## src/rtl/gpio_amm_pkg.sv

```systemverilog
// gpio_amm_pkg: shared configuration, types and round-robin pick for the GPIO CSR arbiter.
package gpio_amm_pkg;
    localparam int DEF_NUM_MASTERS = 2;
    localparam int DEF_ADDR_WIDTH  = 1;
    localparam int DEF_DATA_WIDTH  = 32;
    localparam int DEF_MAX_PENDING = 4;
    localparam int MAX_MASTERS     = 8;
    localparam int IDX_W = (DEF_NUM_MASTERS > 1) ? $clog2(DEF_NUM_MASTERS) : 1;
    localparam int CNT_W = $clog2(DEF_MAX_PENDING + 1);
    typedef logic [IDX_W-1:0] idx_t;
    // Search starts just after the last winner and wraps over the n live masters.
    function automatic logic [MAX_MASTERS-1:0] rr_pick(input logic [MAX_MASTERS-1:0] req,
                                                       input logic [2:0] last, input int n);
        logic [MAX_MASTERS-1:0] g;
        int idx;
        g = '0;
        for (int k = 1; k <= MAX_MASTERS; k++) begin
            idx = (int'(last) + k) % n;
            if (k <= n && g == '0 && req[idx]) g[idx] = 1'b1;
        end
        return g;
    endfunction
endpackage

```

## src/rtl/gpio_amm_arbiter_if.sv

```systemverilog
// gpio_amm_arbiter_if: master-side and slave-side Avalon-MM signals of the CSR arbiter.
interface gpio_amm_arbiter_if #(
    parameter int NUM_MASTERS = gpio_amm_pkg::DEF_NUM_MASTERS,
    parameter int ADDR_WIDTH  = gpio_amm_pkg::DEF_ADDR_WIDTH,
    parameter int DATA_WIDTH  = gpio_amm_pkg::DEF_DATA_WIDTH
);
    logic [NUM_MASTERS*ADDR_WIDTH-1:0] m_address_i;
    logic [NUM_MASTERS-1:0]            m_read_i;
    logic [NUM_MASTERS-1:0]            m_write_i;
    logic [NUM_MASTERS*DATA_WIDTH-1:0] m_writedata_i;
    logic [NUM_MASTERS-1:0]            m_waitrequest_o;
    logic [DATA_WIDTH-1:0]             m_readdata_o;
    logic [NUM_MASTERS-1:0]            m_readdatavalid_o;
    logic [ADDR_WIDTH-1:0]             s_address_o;
    logic                              s_read_o;
    logic                              s_write_o;
    logic [DATA_WIDTH-1:0]             s_writedata_o;
    logic                              s_waitrequest_i;
    logic [DATA_WIDTH-1:0]             s_readdata_i;
    logic                              s_readdatavalid_i;
    logic                              err_o;
    modport slave (
        input  m_address_i, m_read_i, m_write_i, m_writedata_i,
               s_waitrequest_i, s_readdata_i, s_readdatavalid_i,
        output m_waitrequest_o, m_readdata_o, m_readdatavalid_o,
               s_address_o, s_read_o, s_write_o, s_writedata_o, err_o
    );
    modport master (
        output m_address_i, m_read_i, m_write_i, m_writedata_i,
               s_waitrequest_i, s_readdata_i, s_readdatavalid_i,
        input  m_waitrequest_o, m_readdata_o, m_readdatavalid_o,
               s_address_o, s_read_o, s_write_o, s_writedata_o, err_o
    );
endinterface

```

## src/rtl/gpio_amm_id_fifo.sv

```systemverilog
// gpio_amm_id_fifo: synchronous FIFO of master indices for outstanding reads.
module gpio_amm_id_fifo #(
    parameter int DEPTH = gpio_amm_pkg::DEF_MAX_PENDING,
    parameter int W     = gpio_amm_pkg::IDX_W,
    parameter int CW    = gpio_amm_pkg::CNT_W
) (
    input  logic          clk_i,
    input  logic          rst_i,
    input  logic          push_i,
    input  logic          pop_i,
    input  logic [W-1:0]  din_i,
    output logic [W-1:0]  head_o,
    output logic          full_o,
    output logic          empty_o,
    output logic [CW-1:0] count_o
);
    localparam int PW = (DEPTH > 1) ? $clog2(DEPTH) : 1;
    logic [W-1:0]  mem_q [DEPTH];
    logic [PW-1:0] wp_q, rp_q;
    logic [CW-1:0] cnt_q;
    // Pointers wrap naturally because DEPTH is a power of two.
    always_ff @(posedge clk_i) begin
        if (rst_i) begin
            wp_q  <= '0;
            rp_q  <= '0;
            cnt_q <= '0;
        end else begin
            if (push_i) begin
                mem_q[wp_q] <= din_i;
                wp_q        <= wp_q + 1'b1;
            end
            if (pop_i) rp_q <= rp_q + 1'b1;
            cnt_q <= cnt_q + CW'(push_i) - CW'(pop_i);
        end
    end
    assign head_o  = mem_q[rp_q];
    assign full_o  = cnt_q == CW'(DEPTH);
    assign empty_o = cnt_q == '0;
    assign count_o = cnt_q;
endmodule

```

## src/rtl/gpio_amm_arbiter.sv

```systemverilog
// gpio_amm_arbiter: round-robin sharing of the GPIO CSR slave with in-order read response routing.
module gpio_amm_arbiter
    import gpio_amm_pkg::*;
#(
    parameter int NUM_MASTERS = DEF_NUM_MASTERS,
    parameter int ADDR_WIDTH  = DEF_ADDR_WIDTH,
    parameter int DATA_WIDTH  = DEF_DATA_WIDTH,
    parameter int MAX_PENDING = DEF_MAX_PENDING
) (
    input logic clk_i,
    input logic rst_i,
    gpio_amm_arbiter_if.slave bus
);
    localparam int IW = (NUM_MASTERS > 1) ? $clog2(NUM_MASTERS) : 1;
    localparam int CW = $clog2(MAX_PENDING + 1);
    logic [IW-1:0]          last_q, last_d, gidx, head;
    logic [NUM_MASTERS-1:0] req, elig, grant;
    logic [MAX_MASTERS-1:0] pick;
    logic [CW-1:0]          count;
    logic                   full, empty, pop, push, accept, err_q, err_d;
    always_comb begin
        req    = bus.m_read_i | bus.m_write_i;
        pop    = bus.s_readdatavalid_i & ~empty;
        // A pop in the same cycle frees the slot a new read would take.
        elig   = req & ~(bus.m_read_i & {NUM_MASTERS{full & ~pop}});
        pick   = rr_pick(MAX_MASTERS'(elig), 3'(last_q), NUM_MASTERS);
        grant  = pick[NUM_MASTERS-1:0];
        gidx   = '0;
        for (int i = 0; i < NUM_MASTERS; i++) if (grant[i]) gidx = IW'(i);
        accept = |grant & ~bus.s_waitrequest_i;
        push   = accept & |(grant & bus.m_read_i);
        last_d = accept ? gidx : last_q;
        err_d  = err_q | (bus.s_readdatavalid_i & (count == '0));
        bus.s_read_o          = |(grant & bus.m_read_i);
        bus.s_write_o         = |(grant & bus.m_write_i);
        bus.s_address_o       = bus.m_address_i[int'(gidx)*ADDR_WIDTH +: ADDR_WIDTH];
        bus.s_writedata_o     = bus.m_writedata_i[int'(gidx)*DATA_WIDTH +: DATA_WIDTH];
        bus.m_waitrequest_o   = ~(grant & {NUM_MASTERS{~bus.s_waitrequest_i}});
        bus.m_readdatavalid_o = pop ? (NUM_MASTERS'(1) << head) : '0;
        bus.m_readdata_o      = bus.s_readdata_i;
        bus.err_o             = err_q;
    end
    always_ff @(posedge clk_i) begin
        if (rst_i) begin
            last_q <= IW'(NUM_MASTERS - 1);
            err_q  <= 1'b0;
        end else begin
            last_q <= last_d;
            err_q  <= err_d;
        end
    end
    gpio_amm_id_fifo #(.DEPTH(MAX_PENDING), .W(IW), .CW(CW)) u_fifo (
        .clk_i   (clk_i),
        .rst_i   (rst_i),
        .push_i  (push),
        .pop_i   (pop),
        .din_i   (gidx),
        .head_o  (head),
        .full_o  (full),
        .empty_o (empty),
        .count_o (count)
    );
endmodule

```

## src/flat_wrapper.sv

```systemverilog
// flat-port wrapper written by rule: the top's interface ports become plain ports
module gpio_amm_arbiter_flat import gpio_amm_pkg::*;
#(
    parameter int NUM_MASTERS = DEF_NUM_MASTERS,
    parameter int ADDR_WIDTH  = DEF_ADDR_WIDTH,
    parameter int DATA_WIDTH  = DEF_DATA_WIDTH,
    parameter int MAX_PENDING = DEF_MAX_PENDING
)
  (clk_i, rst_i, bus_m_address_i, bus_m_read_i, bus_m_write_i, bus_m_writedata_i, bus_s_waitrequest_i, bus_s_readdata_i, bus_s_readdatavalid_i, bus_m_waitrequest_o, bus_m_readdata_o, bus_m_readdatavalid_o, bus_s_address_o, bus_s_read_o, bus_s_write_o, bus_s_writedata_o, bus_err_o);
  gpio_amm_arbiter_if #(.NUM_MASTERS(NUM_MASTERS), .ADDR_WIDTH(ADDR_WIDTH), .DATA_WIDTH(DATA_WIDTH)) bus_i ();
  input logic clk_i;
  input logic rst_i;
  input wire logic [$bits(bus_i.m_address_i)-1:0] bus_m_address_i;
  input wire logic [$bits(bus_i.m_read_i)-1:0] bus_m_read_i;
  input wire logic [$bits(bus_i.m_write_i)-1:0] bus_m_write_i;
  input wire logic [$bits(bus_i.m_writedata_i)-1:0] bus_m_writedata_i;
  input wire logic [$bits(bus_i.s_waitrequest_i)-1:0] bus_s_waitrequest_i;
  input wire logic [$bits(bus_i.s_readdata_i)-1:0] bus_s_readdata_i;
  input wire logic [$bits(bus_i.s_readdatavalid_i)-1:0] bus_s_readdatavalid_i;
  output wire logic [$bits(bus_i.m_waitrequest_o)-1:0] bus_m_waitrequest_o;
  output wire logic [$bits(bus_i.m_readdata_o)-1:0] bus_m_readdata_o;
  output wire logic [$bits(bus_i.m_readdatavalid_o)-1:0] bus_m_readdatavalid_o;
  output wire logic [$bits(bus_i.s_address_o)-1:0] bus_s_address_o;
  output wire logic [$bits(bus_i.s_read_o)-1:0] bus_s_read_o;
  output wire logic [$bits(bus_i.s_write_o)-1:0] bus_s_write_o;
  output wire logic [$bits(bus_i.s_writedata_o)-1:0] bus_s_writedata_o;
  output wire logic [$bits(bus_i.err_o)-1:0] bus_err_o;
  assign bus_i.m_address_i = bus_m_address_i;
  assign bus_i.m_read_i = bus_m_read_i;
  assign bus_i.m_write_i = bus_m_write_i;
  assign bus_i.m_writedata_i = bus_m_writedata_i;
  assign bus_i.s_waitrequest_i = bus_s_waitrequest_i;
  assign bus_i.s_readdata_i = bus_s_readdata_i;
  assign bus_i.s_readdatavalid_i = bus_s_readdatavalid_i;
  assign bus_m_waitrequest_o = bus_i.m_waitrequest_o;
  assign bus_m_readdata_o = bus_i.m_readdata_o;
  assign bus_m_readdatavalid_o = bus_i.m_readdatavalid_o;
  assign bus_s_address_o = bus_i.s_address_o;
  assign bus_s_read_o = bus_i.s_read_o;
  assign bus_s_write_o = bus_i.s_write_o;
  assign bus_s_writedata_o = bus_i.s_writedata_o;
  assign bus_err_o = bus_i.err_o;
  gpio_amm_arbiter #(.NUM_MASTERS(NUM_MASTERS), .ADDR_WIDTH(ADDR_WIDTH), .DATA_WIDTH(DATA_WIDTH), .MAX_PENDING(MAX_PENDING)) u_core (.clk_i(clk_i), .rst_i(rst_i), .bus(bus_i));
endmodule
```

## config.mk

```make
export PLATFORM = sky130hd
export DESIGN_NAME = gpio_amm_arbiter_flat
export DESIGN_NICKNAME = d
export VERILOG_FILES = /design/src/rtl/gpio_amm_pkg.sv /design/src/rtl/gpio_amm_arbiter_if.sv /design/src/rtl/gpio_amm_id_fifo.sv /design/src/rtl/gpio_amm_arbiter.sv /design/src/flat_wrapper.sv
export SDC_FILE = /design/constraint.sdc
export NUM_CORES = 1
export LEC_CHECK = 0
export CAP_MARGIN = 20
export CELL_PAD_IN_SITES_DETAIL_PLACEMENT = 1
export CELL_PAD_IN_SITES_GLOBAL_PLACEMENT = 2
export CORE_MARGIN = 4
export CORE_UTILIZATION = 14
export DETAILED_ROUTE_END_ITERATION = 7
export PLACE_DENSITY_LB_ADDON = 0.1
export SLEW_MARGIN = 25
export SYNTH_ARGS = -nofsm -noshare
export SYNTH_HDL_FRONTEND = slang
export SYNTH_SLANG_ARGS = --single-unit
```

## constraint.sdc

```tcl
create_clock -name clk_i -period 2.7 [get_ports clk_i]
set_input_delay 0.405 -clock clk_i [delete_from_list [all_inputs] [get_ports clk_i]]
set_output_delay 0.405 -clock clk_i [all_outputs]
set_load 0.02 [all_outputs]
```

==> results.cfg, run 1 <==
[finish]
layout-drive-gt1-share_pct = 33.3
postLayoutCellArea_mm2 = 0.00297
layout.area.seq_um2 = 342
layout.filler_cells = 1263
area_growth_synth_to_finish_pct = 84.4
multi_input_combinational_cell_area_um2 = 981
finish.net_count = 372
antenna-diode-count = 0
layout.cells.most_common_list = sky130_fd_sc_hd__clkdlybuf4s50_1 (74), sky130_fd_sc_hd__dlygate4sd2_1 (34), sky130_fd_sc_hd__mux2_4 (28), sky130_fd_sc_hd__buf_4 (26), sky130_fd_sc_hd__nor2_1 (11)
post-route-util_pct = 26.9
mostFrequentLayoutCell = sky130_fd_sc_hd__clkdlybuf4s50_1

[floorplanning]
initial_core_util_pct = 14.6
dieArea_mm2 = 0.0133
design.portCount = 178
die_w_um = 115
rows = 38
coreArea_mm2 = 0.0110
die_height_um = 115

[critical_path]
r2r_start = u_core.u_fifo.count_o[0]$_SDFF_PP0_
cp.arrival_ns = 2.22
r2r.worst_path.cells = 13
ff2ff_setup_slack_ns = 0.18
endpoint_kind = output port
critical_path_class = in -> out
critPathLaunchType = input port
critPathMaxStageDelay_ns = 0.32
worstPathCellList = dlygate4sd2_1 > nor4b_4 > buf_4 > a21o_4 > nor2_8 > bufbuf_16 > mux2_4 > clkdlybuf4s15_1
r2r_end = u_core.u_fifo.count_o[2]$_SDFF_PP0_
worstPathRequired_ns = 2.30
cp_max_fo = 5
cpMaxStageDelayCell = sky130_fd_sc_hd__nor4b_4

[sta]
timing.clock.skew_ns = 0.00156
worst_slew_margin_relative_to_its_limit_pct = 78.9
timing_worst_slew_pin_value_ns = 0.315
period_share_pct = 97.3
maxSlewViolCount = 0
final_count_of_negative_setup_slack_endpoints = 0
fin_setup_tns_ns = 0
finalHoldViolCount = 0
finalHoldWorstSlack_ns = 0.470
setup_ws_ns = 0.0725
maxClockFrequency_mhz = 381
min_period_ns = 2.63

[clock_network]
cts.htree.levels = 1
root_buffer = sky130_fd_sc_hd__clkbuf_16
cts_made_buffers = 3
cts.path.max_buffers = 2
clock_sink_count = 15
cts.clk_slew.worst_paths_ns = 0.05
insertion_delay_ns = 0.24
clock_tree_from_tritoncts = yes

[hold_path]
hold_class = reg -> reg
worstHoldEndpoint = u_core.bus.err_o$_SDFF_PP0_
worst_hold_path.num_cells = 2
min_from = u_core.bus.err_o$_SDFF_PP0_

[yosys]
ys_seq_area_share_pct = 21.2
synth_fp_nets = 260
synth_edf_count = 4
synthArstFlopShare_pct = 0
mappedNetlistArea_mm2 = 0.00161
yosysWarningCount = 0
count_of_distinct_cell_types_in_the_synthesized_netlist = 36
avgSynthCellArea_um2 = 10.9
netlist_instances = 147
synth_top_flop_cell = sky130_fd_sc_hd__dfxtp_1
ys_ff_latch = 15

[routing]
routed_wire_length_per_instance_um = 15.7
drc_errors = 0
route.final.wire_length_um = 6240
route.vias.total = 1458
vias_per_cell = 3.66
route.antenna.remaining_nets = 0
initialDrtViolationCount = 29
detailedRoute.firstPassIterationCount = 4

[placed_design]
place.detailed.hpwl_um = 5300
io_buffer_count = 113
placement.cell_area_mm2 = 0.00283
gp_congestion = 0.701
dp_slack_ns = -0.451

[pwr]
peakVddDrop_mv = 0.317
power.density_mw_per_mm2 = 512
power_leakage_nw = 1.28

[flow_run]
cap_violations = 0

[global_route]
global_route_wire_length_before_repair_um = 9180
antenna_found_initial = 0
grt_max_degree = 13
grt_remaining_overflow = 0
number_of_global_route_vias_before_repair = 1584
grt.total_usage_pct = 8.99

[outcome]
status = finished, final reports clean
-- Yosys cell counts, types with 2 or more instances --
master                     number  area, um2
sky130_fd_sc_hd__ha_1           6       75.1
sky130_fd_sc_hd__dfxtp_1       11        220
sky130_fd_sc_hd__edfxtp_1       4        120
sky130_fd_sc_hd__mux2_4        28        420
sky130_fd_sc_hd__o21ai_0        2       10.0
sky130_fd_sc_hd__buf_4         32        240
sky130_fd_sc_hd__inv_1          6       22.5
sky130_fd_sc_hd__buf_12         3       60.1
sky130_fd_sc_hd__mux2i_1        2       20.0
sky130_fd_sc_hd__nor2b_1        2       12.5
sky130_fd_sc_hd__and2_1         5       31.3
sky130_fd_sc_hd__xnor2_1        2       17.5
sky130_fd_sc_hd__xor2_1         2       17.5
sky130_fd_sc_hd__mux2_2         6       67.6
sky130_fd_sc_hd__nor2_1        11       41.3
sky130_fd_sc_hd__nand2_1        4       15.0
sky130_fd_sc_hd__a21oi_1        2       10.0
-- power by group --
| group | internal [mW] | total [mW] | switching (mW) | leakage (nW) |
|---|---|---|---|---|
| Clock | 0.198 | 0.290 | 0.0924 | 0.0409 |
| Sequential | 0.282 | 0.321 | 0.0391 | 0.128 |
| Combinational | 0.525 | 0.909 | 0.384 | 1.11 |
| Total | 1.00 | 1.52 | 0.515 | 1.28 |
-- critical path, delay by kind of cell --
family	cells	cell delay [ns]
buf+inv	4	1.01
simple gates	2	0.38
mux	1	0.28
compound gates	1	0.15
-- metrics by stage --
stage | std cells | total power, mW
6_report | 398 | 1.52
5_1_grt | 398 | 1.63
4_1_cts | 396 | 1.54
3_5_place_dp | 388 | 1.25
3_3_place_gp | 388 | 1.25
2_1_floorplan | 147 | 0.890
-- what timing repair did --
action                                 in CTS  in global routing
setup endpoints to repair                  38                  4
buffers inserted                            3                  2
endpoints found under the hold margin       0                  0
cloned                                      1                  0
gates resized for setup                    51                  8
hold buffers                                0                  0
pin swaps                                   2                  3
-- worst max path at each step --
stage,start,endpoint,slack (ns),cells past startpoint
floorplan,bus_s_readdatavalid_i,u_core.u_fifo.count_o[2]$_SDFF_PP0_,0.25,12
global placement,bus_s_readdatavalid_i,bus_s_write_o,-0.43,8
detailed placement,bus_s_readdatavalid_i,u_core.u_fifo.count_o[2]$_SDFF_PP0_,-0.45,14
CTS,bus_s_readdatavalid_i,bus_s_writedata_o[10],0.009,8
global route,bus_s_readdatavalid_i,u_core.u_fifo.count_o[2]$_SDFF_PP0_,-0.006,14
finish,bus_s_readdatavalid_i,bus_s_writedata_o[0],0.07,8
-- area by class of cell --
cell class,instances,share of cell area [%]
Sequential cell,15,11.5
Clock inverter,1,0.169
Clock buffer,3,2.53
Timing Repair Buffer,143,46.1
Multi-Input combinational cell,90,33.1
Inverter,6,0.759
Tap cell,140,5.90
-- cell families after synthesis --
kind of cell	share of synthesized area, %
buffers and inverters	20.3
multiplexers	33.0
AND/OR/NAND/NOR	12.6
flip-flops	21.2
AO/OA/AOI/OAI	4.90
adder cells (fa/ha/maj)	5.91
XOR/XNOR	2.18
-- routing by layer --
layer  up-vias  wire length [um]  part of all wire (%)  GRT usage [%]
li1        696                 -                     -              -
met1       653              2460                    39           10.4
met2        87              2930                    47           15.9
met3        22               745                    12           3.11
met4         0                99                   1.6           2.19
met5         -                 0                     0              0
Note: power is estimated with default switching activity, not from simulation.
==> run 2, diff against run 1 <==
--- a/config.mk
+++ b/config.mk
@@ -10,6 +10,7 @@
 export CELL_PAD_IN_SITES_GLOBAL_PLACEMENT = 2
 export CORE_MARGIN = 4
 export CORE_UTILIZATION = 14
+export CTS_BUF_LIST = sky130_fd_sc_hd__clkbuf_16
 export DETAILED_ROUTE_END_ITERATION = 7
 export PLACE_DENSITY_LB_ADDON = 0.1
 export SLEW_MARGIN = 25
==> results of run 2 <==
Final layout, timing and power as in run 1 (identical DEF).
